[config.mk]
export PLATFORM = sky130hd
export DESIGN_NAME = misty_ks_ctrl
export DESIGN_NICKNAME = d
export VERILOG_FILES = /design/src/rtl/misty_pkg.sv /design/src/rtl/misty_ks_ctrl.sv
export SDC_FILE = /design/constraint.sdc
export NUM_CORES = 1
export LEC_CHECK = 0
export ABC_AREA = 1
export CAP_MARGIN = 5
export CELL_PAD_IN_SITES_DETAIL_PLACEMENT = 0
export CELL_PAD_IN_SITES_GLOBAL_PLACEMENT = 1
export CORE_AREA = 2 2 306 308
export CTS_BUF_LIST = sky130_fd_sc_hd__clkbuf_2 sky130_fd_sc_hd__clkbuf_4 sky130_fd_sc_hd__clkbuf_8
export CTS_CLUSTER_SIZE = 10
export DETAILED_ROUTE_END_ITERATION = 10
export DIE_AREA = 0 0 308 310
export PLACE_DENSITY = 0.59
export SYNTH_ARGS = -nofsm -noshare
export SYNTH_HDL_FRONTEND = slang
export SYNTH_SLANG_ARGS = --single-unit
export TNS_END_PERCENT = 100
[constraint.sdc]
create_clock -name clk -period 1.58 [get_ports clk]
set_clock_uncertainty 0.1 [all_clocks]
set_input_delay 0.316 -clock clk [delete_from_list [all_inputs] [get_ports clk]]
set_output_delay 0.316 -clock clk [all_outputs]
set_load 0.02 [all_outputs]
[src/rtl/misty_pkg.sv]
// -----------------------------------------------------------------------------
// misty_pkg
// Shared widths, default key-schedule latency and the controller state type
// for the MISTY key-schedule control path.
//   KEY_W          : width of a raw cipher key
//   EKEY_W         : width of a complete expanded key set
//   KS_LATENCY_DEF : default cycles from KS valid_i to KS valid_o
//   ks_state_t     : controller FSM states
// -----------------------------------------------------------------------------
package misty_pkg;

    localparam int KEY_W          = 128;
    localparam int EKEY_W         = 256;
    localparam int KS_LATENCY_DEF = 8;

    typedef enum logic [1:0] {
        IDLE  = 2'd0,   // nothing held, ready for a key
        ISSUE = 2'd1,   // one-cycle start pulse towards the key schedule
        WAIT  = 2'd2,   // counting towards the expected KS response
        DONE  = 2'd3    // expanded keys held and valid
    } ks_state_t;

endpackage

[src/rtl/misty_ks_ctrl.sv]
// -----------------------------------------------------------------------------
// misty_ks_ctrl
// Accepts a key from a requester, starts an external fixed-latency key
// schedule (KS), checks that the KS answers exactly KS_LATENCY cycles after it
// was started, and holds the resulting expanded keys until cleared or replaced.
//
// Ports
//   clk           : clock, all state changes on its rising edge
//   aresetn       : asynchronous active-low reset
//   req_valid_i   : requester offers req_key_i
//   req_key_i     : key, sampled only on handshake
//   req_ready_o   : controller can take a key (IDLE or DONE), state decode
//   clear_i       : drop held expanded keys (honoured in DONE only)
//   ks_valid_o    : single-cycle start pulse to the KS
//   ks_key_o      : key presented to the KS, stable until the next handshake
//   ks_valid_i    : KS result strobe
//   ks_keys_i     : KS expanded keys
//   keys_valid_o  : keys_o holds a complete expanded key set
//   keys_o        : held expanded keys
//   busy_o        : a KS computation is in flight, state decode
//   err_o         : one-cycle pulse on a missing, early or stray KS strobe
// -----------------------------------------------------------------------------
module misty_ks_ctrl
    import misty_pkg::*;
#(
    parameter int KS_LATENCY = KS_LATENCY_DEF
) (
    input  logic              clk,
    input  logic              aresetn,
    input  logic              req_valid_i,
    input  logic [KEY_W-1:0]  req_key_i,
    output logic              req_ready_o,
    input  logic              clear_i,
    output logic              ks_valid_o,
    output logic [KEY_W-1:0]  ks_key_o,
    input  logic              ks_valid_i,
    input  logic [EKEY_W-1:0] ks_keys_i,
    output logic              keys_valid_o,
    output logic [EKEY_W-1:0] keys_o,
    output logic              busy_o,
    output logic              err_o
);

    // Wide enough to hold KS_LATENCY itself; the counter stops there.
    localparam int              CNT_W   = $clog2(KS_LATENCY + 1);
    localparam logic [CNT_W-1:0] LAT_CNT = CNT_W'(KS_LATENCY);

    ks_state_t        state_reg;
    logic [CNT_W-1:0] cnt_reg;
    logic             handshake;

    assign req_ready_o = (state_reg == IDLE) || (state_reg == DONE);
    assign busy_o      = (state_reg == ISSUE) || (state_reg == WAIT);
    assign handshake   = req_valid_i && req_ready_o;

    always_ff @(posedge clk or negedge aresetn) begin
        if (!aresetn) begin
            state_reg    <= IDLE;
            cnt_reg      <= '0;
            ks_valid_o   <= 1'b0;
            ks_key_o     <= '0;
            keys_valid_o <= 1'b0;
            keys_o       <= '0;
            err_o        <= 1'b0;
        end else begin
            // Pulse outputs default low every cycle.
            ks_valid_o <= 1'b0;
            err_o      <= 1'b0;

            unique case (state_reg)
                IDLE, DONE: begin
                    // A KS strobe with nothing outstanding is a protocol error;
                    // its data is never looked at.
                    if (ks_valid_i) begin
                        err_o <= 1'b1;
                    end
                    // A new key wins over clear_i: go straight to ISSUE.
                    if (handshake) begin
                        ks_key_o     <= req_key_i;
                        ks_valid_o   <= 1'b1;   // high for the ISSUE cycle only
                        keys_valid_o <= 1'b0;
                        state_reg    <= ISSUE;
                    end else if (clear_i && (state_reg == DONE)) begin
                        keys_valid_o <= 1'b0;
                        state_reg    <= IDLE;
                    end
                end

                ISSUE: begin
                    if (ks_valid_i) begin
                        err_o <= 1'b1;
                    end
                    cnt_reg   <= CNT_W'(1);
                    state_reg <= WAIT;
                end

                WAIT: begin
                    if (cnt_reg == LAT_CNT) begin
                        // The only cycle in which the KS may answer.
                        cnt_reg <= '0;
                        if (ks_valid_i) begin
                            keys_o       <= ks_keys_i;
                            keys_valid_o <= 1'b1;
                            state_reg    <= DONE;
                        end else begin
                            err_o     <= 1'b1;
                            state_reg <= IDLE;
                        end
                    end else begin
                        // Early strobe: flag it but keep counting, so the real
                        // answer at the expected cycle is still accepted.
                        cnt_reg <= cnt_reg + CNT_W'(1);
                        if (ks_valid_i) begin
                            err_o <= 1'b1;
                        end
                    end
                end

                default: begin
                    state_reg <= IDLE;
                end
            endcase
        end
    end

endmodule

**After elaboration in Yosys (flattened, before gate mapping)**

Cells that the tools add are included.

- Shifts and indexed selects: 0
- Multiply operators: 0
- Order comparisons: 0
- Multiplexer cells: 18
- Equal/unequal tests: 7
- Bitwise operators: 0
- Add/sub/neg operators: 1
- Reductions and logical operators: 13
- Divide/modulo/power cells: 0

Operator list:

| kind | number |
|---|---|
| $mux 1 | 9 |
| $mux 2 | 4 |
| $pmux 4 s2 | 1 |
| $pmux 2 s3 | 1 |
| $add 4x1->4 const B | 1 |
| $eq 2x2->1 const B | 2 |
| $eq 4x4->1 const B | 1 |
| $mux 4 | 1 |
| $pmux 1 s2 | 2 |
| $reduce_and 2->1 | 2 |
| $reduce_and 4->1 | 1 |
| $reduce_bool 2->1 | 2 |
| $ne 3x3->1 const B | 1 |
| $reduce_and 3->1 | 1 |
| $reduce_or 3->1 | 1 |
| $eq 2x1->1 const B | 1 |
| $logic_and 1x1->1 | 2 |
| $logic_not 2->1 | 1 |
| $logic_or 1x1->1 | 2 |
| $ne 2x1->1 const B | 1 |
| $ne 2x2->1 const B | 1 |
| $reduce_or 2->1 | 1 |

- RAM bits: 0
- ROM bits: 0
- Bits in latches: 0
- Memories: 0
- Bits in registers: 393

**Logic depth before layout (Yosys ltp)**

- Word-level depth: 5
- Mapped depth: 9
- Depth with buffers taken out: 7

**Worst setup path before layout**

Ideal clock, no wire load.

- Kind: register to register
- From: reg state_reg[0]
- To: reg ks_key_o[64]
- Setup time: 65 ps
- Data arrival time: 1599 ps
- Cell stages (with the launch flop): 10
- Data required time: 1415 ps
- Path buffers: 3
- Slack: -184 ps
- Path through: dfrtp_1 > inv_1 > ha_1 > buf_4 > nand2_1 > inv_1 > buf_2 > buf_2 > nand2_1 > nand2_1

- Longest elaborated chain between the ends: 4
- Elaborated cells between the ends (all ways): 6

RTL lines:

| element | RTL line | source |
|---|---|---|
| from (decl) | misty_ks_ctrl.sv:48 | `ks_state_t state_reg;` |
| from (signal assigned) | misty_ks_ctrl.sv:58 | `state_reg <= IDLE;` |
| from (signal assigned) | misty_ks_ctrl.sv:82 | `state_reg <= ISSUE;` |
| from (signal assigned) | misty_ks_ctrl.sv:85 | `state_reg <= IDLE;` |
| $eq 2x2->1 / $logic_not 2->1 (equally long branches) | misty_ks_ctrl.sv:52 | `assign req_ready_o = (state_reg == IDLE) \|\| (state_reg == DONE);` |
| $logic_or 1x1->1 * | misty_ks_ctrl.sv:52 |  |
| net req_ready_o | misty_ks_ctrl.sv:32 | `output logic req_ready_o,` |
| $logic_and 1x1->1 * | misty_ks_ctrl.sv:54 | `assign handshake = req_valid_i && req_ready_o;` |
| $reduce_and 2->1 (no line) * | n/a |  |
| to (signal assigned) | misty_ks_ctrl.sv:79 | `ks_key_o <= req_key_i;` |
| to (decl) | misty_ks_ctrl.sv:35 | `output logic [KEY_W-1:0] ks_key_o,` |

Mark *: on every way through the listed nets, which the timed path passes. The rest lies on a longest branch.
A chain may end at the register's enable or synchronous reset.

**Final worst setup path**

- From: reg state_reg[1]
- To: out busy_o

- Longest elaborated chain between the ends: 2
- Elaborated cells between the ends (all ways): 3

RTL lines:

| element | RTL line | source |
|---|---|---|
| $eq 2x1->1 / $eq 2x2->1 (equally long branches) | misty_ks_ctrl.sv:53 | `assign busy_o = (state_reg == ISSUE) \|\| (state_reg == WAIT);` |
| $logic_or 1x1->1 * | misty_ks_ctrl.sv:53 |  |
| to (decl) | misty_ks_ctrl.sv:40 | `output logic busy_o,` |

Every way passes the cells marked *; elsewhere a longest branch is shown, timed or not.

==> impl_results.md <==
- Run status: complete, but fails checks
- Violations in the final reports: setup timing
- Post-DR wirelength/cell: 17.48 um
- Required time of the critical path: 1160 ps
- WS Path Type: flop to primary output
- Post-DRT Antenna Nets: 0
- Cell mode on critical path: sky130_fd_sc_hd__buf_6
- Max frequency: 0.4869 GHz
- Commonest non-fill, non-tap cell in the layout: sky130_fd_sc_hd__nand2_1
- Top library cells by usage in the layout, fill and taps aside: sky130_fd_sc_hd__nand2_1 (835), sky130_fd_sc_hd__buf_6 (409), sky130_fd_sc_hd__dfrtp_1 (391), sky130_fd_sc_hd__clkdlybuf4s50_1 (387), sky130_fd_sc_hd__dlygate4sd3_1 (292)
- Critical-path maximum fanout: 3
- Drt first-iter violations: 928
- Count of final hold-check violations: 0
- Cts bufs inserted: 79
- Average size of a mapped cell: 8.985 sq um
- Type of destination of the critical path: primary output
- Total Routing Usage GR: 0.1451
- Number of flip-flops in the largest register: 256
- Post-route cell area: 0.03393 sq mm
- Final WL: 75190 um
- Wire length on met3: 5607 um
- Number of nets at the end of the flow: 3437
- Port Buffers: 777
- Yosys reg bits: 393
- Number of maximum-capacitance violations: 0
- Yosys warning total: 0
- Root Driver: sky130_fd_sc_hd__clkbuf_8
- Final weighted congestion in routability-driven placement: 0.7831
- Overflow left after global routing: 0
- Clock latency on the worst-skew pair: 680 ps
- Total Die Area: 0.09548 sq mm
- Setup repair after global routing missed its margin: yes
- Residual DRC: 0
- Die extent in x: 308 um
- Static power due to leakage: 16.76 nW
- Post-layout worst setup margin: -474.0 ps
- Area of the core: 0.09249 sq mm
- Arr. time, crit path: 1640 ps
- Mapped Nets: 2108
- Number of antenna violations at the first check in global routing: 4
- Sum of routed wire segments on met1: 28750 um
- Largest stage delay, worst path: 410 ps
- Worst setup slack after placement: -319.2 ps
- DR vias: 16762
- Clock transition time at the flip-flop clock pins of the worst setup and hold paths: 50 ps
- Routed length on met2: 38520 um
- Sink Count: 393
- Cell types occupying the most area after synthesis: sky130_fd_sc_hd__dfrtp_1 (64%), sky130_fd_sc_hd__nand2_1 (22%), sky130_fd_sc_hd__nand3_1 (8.5%)
- Time the worst path needs with I/O delays and setup: 2054 ps
- Number of library cell types mapped by synthesis: 21
- Cell type with the highest aggregate area in the netlist: sky130_fd_sc_hd__dfrtp_1
- Area fraction of the dominant cell type after synthesis: 0.6386
- Synth-to-Final Area Change: 120.3%
- Relative max-transition margin: 0.3912
- Final slew viol count: 0
- Number of enable-type register cells in the synthesized netlist: 0
- Synthesized instance count: 1714
- Number of global-route vias before repair: 17503
- Startpoint type of the worst setup path: flop
- Effective utilization at floorplan: 0.1665
- Final Setup Violations: 748
- Total I/O pin count: 778
- Cell row count: 112
- Largest vdd supply drop: 928.9 uV
- Top metal layer carrying routed signals: met5
- HP Class: primary input to flop
- Fraction of layout instances using a drive strength above 1: 0.3322
- Power per cell area: 1102 mW/mm^2
- Worst-margin pin slew: 913.3 ps
- Area after DPL: 0.02569 sq mm
- Sequential area share after synthesis: 0.6386
- Fin crit share: 1.300
- DR pass1 iterations: 4
- Detailed-route vias per instance: 3.897
- TritonCTS clock tree: done
- H-tree Lvls: 3
- Global-route wire length before repair: 105900 um
- Fraction of registers with async set/reset: 1.000
- Cells traversed along the worst timing path: ha_4, buf_6, inv_6, buf_6
- Flip-flop cell with the highest count after synthesis: sky130_fd_sc_hd__dfrtp_1
- Cell with the largest stage delay on the worst path: sky130_fd_sc_hd__dfrtp_1
- Vertical extent of the die: 310 um
- Post-DP HPWL: 49630 um
- Maximum number of pins on one net before global-route repair: 60
- CTS Buffer Depth: 3
- Syn Std Cell Area: 0.01540 sq mm
[area by class of cell]
cell class | instances | area [sq um]
Clock inverter | 17 | 160.2
Inverter | 13 | 63.81
Multi-Input combinational cell | 1195 | 5834
Sequential cell | 393 | 9837
Fill cell | 9303 | 58560
Timing Repair Buffer | 1361 | 15000
Tap cell | 1197 | 1498
Antenna cell | 3 | 7.507
Clock buffer | 122 | 1529
[path summary, 6_finish.rpt]
| check | from | endpoint | slack (ps) | depth (start not counted) |
|---|---|---|---|---|
| max in group asynchronous | aresetn | keys_o[208] | 190 | 3 |
| max reg2reg | cnt_reg[0] | keys_o[245] | -310 | 12 |
| min in group asynchronous | aresetn | keys_o[20] | 220 | 3 |
| min | req_key_i[102] | ks_key_o[102] | 110 | 3 |
| max | state_reg[1] | busy_o | -470 | 4 |
| min reg2reg | keys_o[0] | keys_o[0] | 390 | 2 |
[report_power, final]
| part | total, mW | internal [mW] | switching (mW) |
|---|---|---|---|
| combinational | 13.0 | 6.58 | 6.40 |
| sequential | 13.0 | 11.8 | 1.28 |
| clock | 11.4 | 6.50 | 4.88 |
[worst max-delay path, delay by kind of cell (launching register included)]
kind / cells / cell delay, ps
buffers and inverters: 3 / 260
adders and majority gates: 1 / 290
DFF: 1 / 410
[per-layer routing]
metal,track usage,up-vias
met5,0,-
met4,0.05366,4
met3,0.05033,119
met2,0.2568,556
met1,0.1602,8019
li1,-,8064
[kinds of logic (layout without fill, tap and decap cells)]
| group | after synthesis | after routing | synth area share |
|---|---|---|---|
| and+or+nand+nor | 1181 | 1181 | 0.3097 |
| DFF | 393 | 393 | 0.6386 |
| buffers and inverters | 126 | 1513 | 0.04395 |
| AOI/OAI and AO/OA | 8 | 8 | 0.003169 |
| adders and majority gates | 5 | 5 | 0.004062 |
| xor gates and xnor gates | 1 | 1 | 0.0005688 |
| other | 0 | 3 | 0 |
[cell usage after synthesis (3+ instances only)]
master                     number
sky130_fd_sc_hd__nand2_1      913
sky130_fd_sc_hd__dfrtp_1      393
sky130_fd_sc_hd__nand3_1      261
sky130_fd_sc_hd__buf_2         76
sky130_fd_sc_hd__buf_4         27
sky130_fd_sc_hd__inv_1         12
sky130_fd_sc_hd__clkbuf_1       8
sky130_fd_sc_hd__ha_1           5
sky130_fd_sc_hd__nor2_1         5
sky130_fd_sc_hd__o21ai_0        3
[through the flow]
stage	utilization	power [mW]	std cells	hold slack, ps	setup TNS [ps]
after floorplan	-	17.62	1714	-79.59	0
after global placement	0.2777	24.26	3708	111.5	-91500
after detailed placement	0.2777	24.17	3708	107.9	-97460
after CTS	0.3528	37.82	4277	1.231	-145170
after global routing	0.3668	39.60	4299	38.89	-149710
final	0.3669	37.40	4301	112.6	-67140
[what timing repair did]
action | CTS | global route
hold endpoints to repair | 684 | 0
hold buffers | 293 | 0
gates cloned | 14 | 22
setup buffers | 125 | 11
pin swaps | 39 | 120
gates resized for setup | 2490 | 196
setup endpoints to repair | 660 | 786
Note: power is estimated with default switching activity, not from simulation.
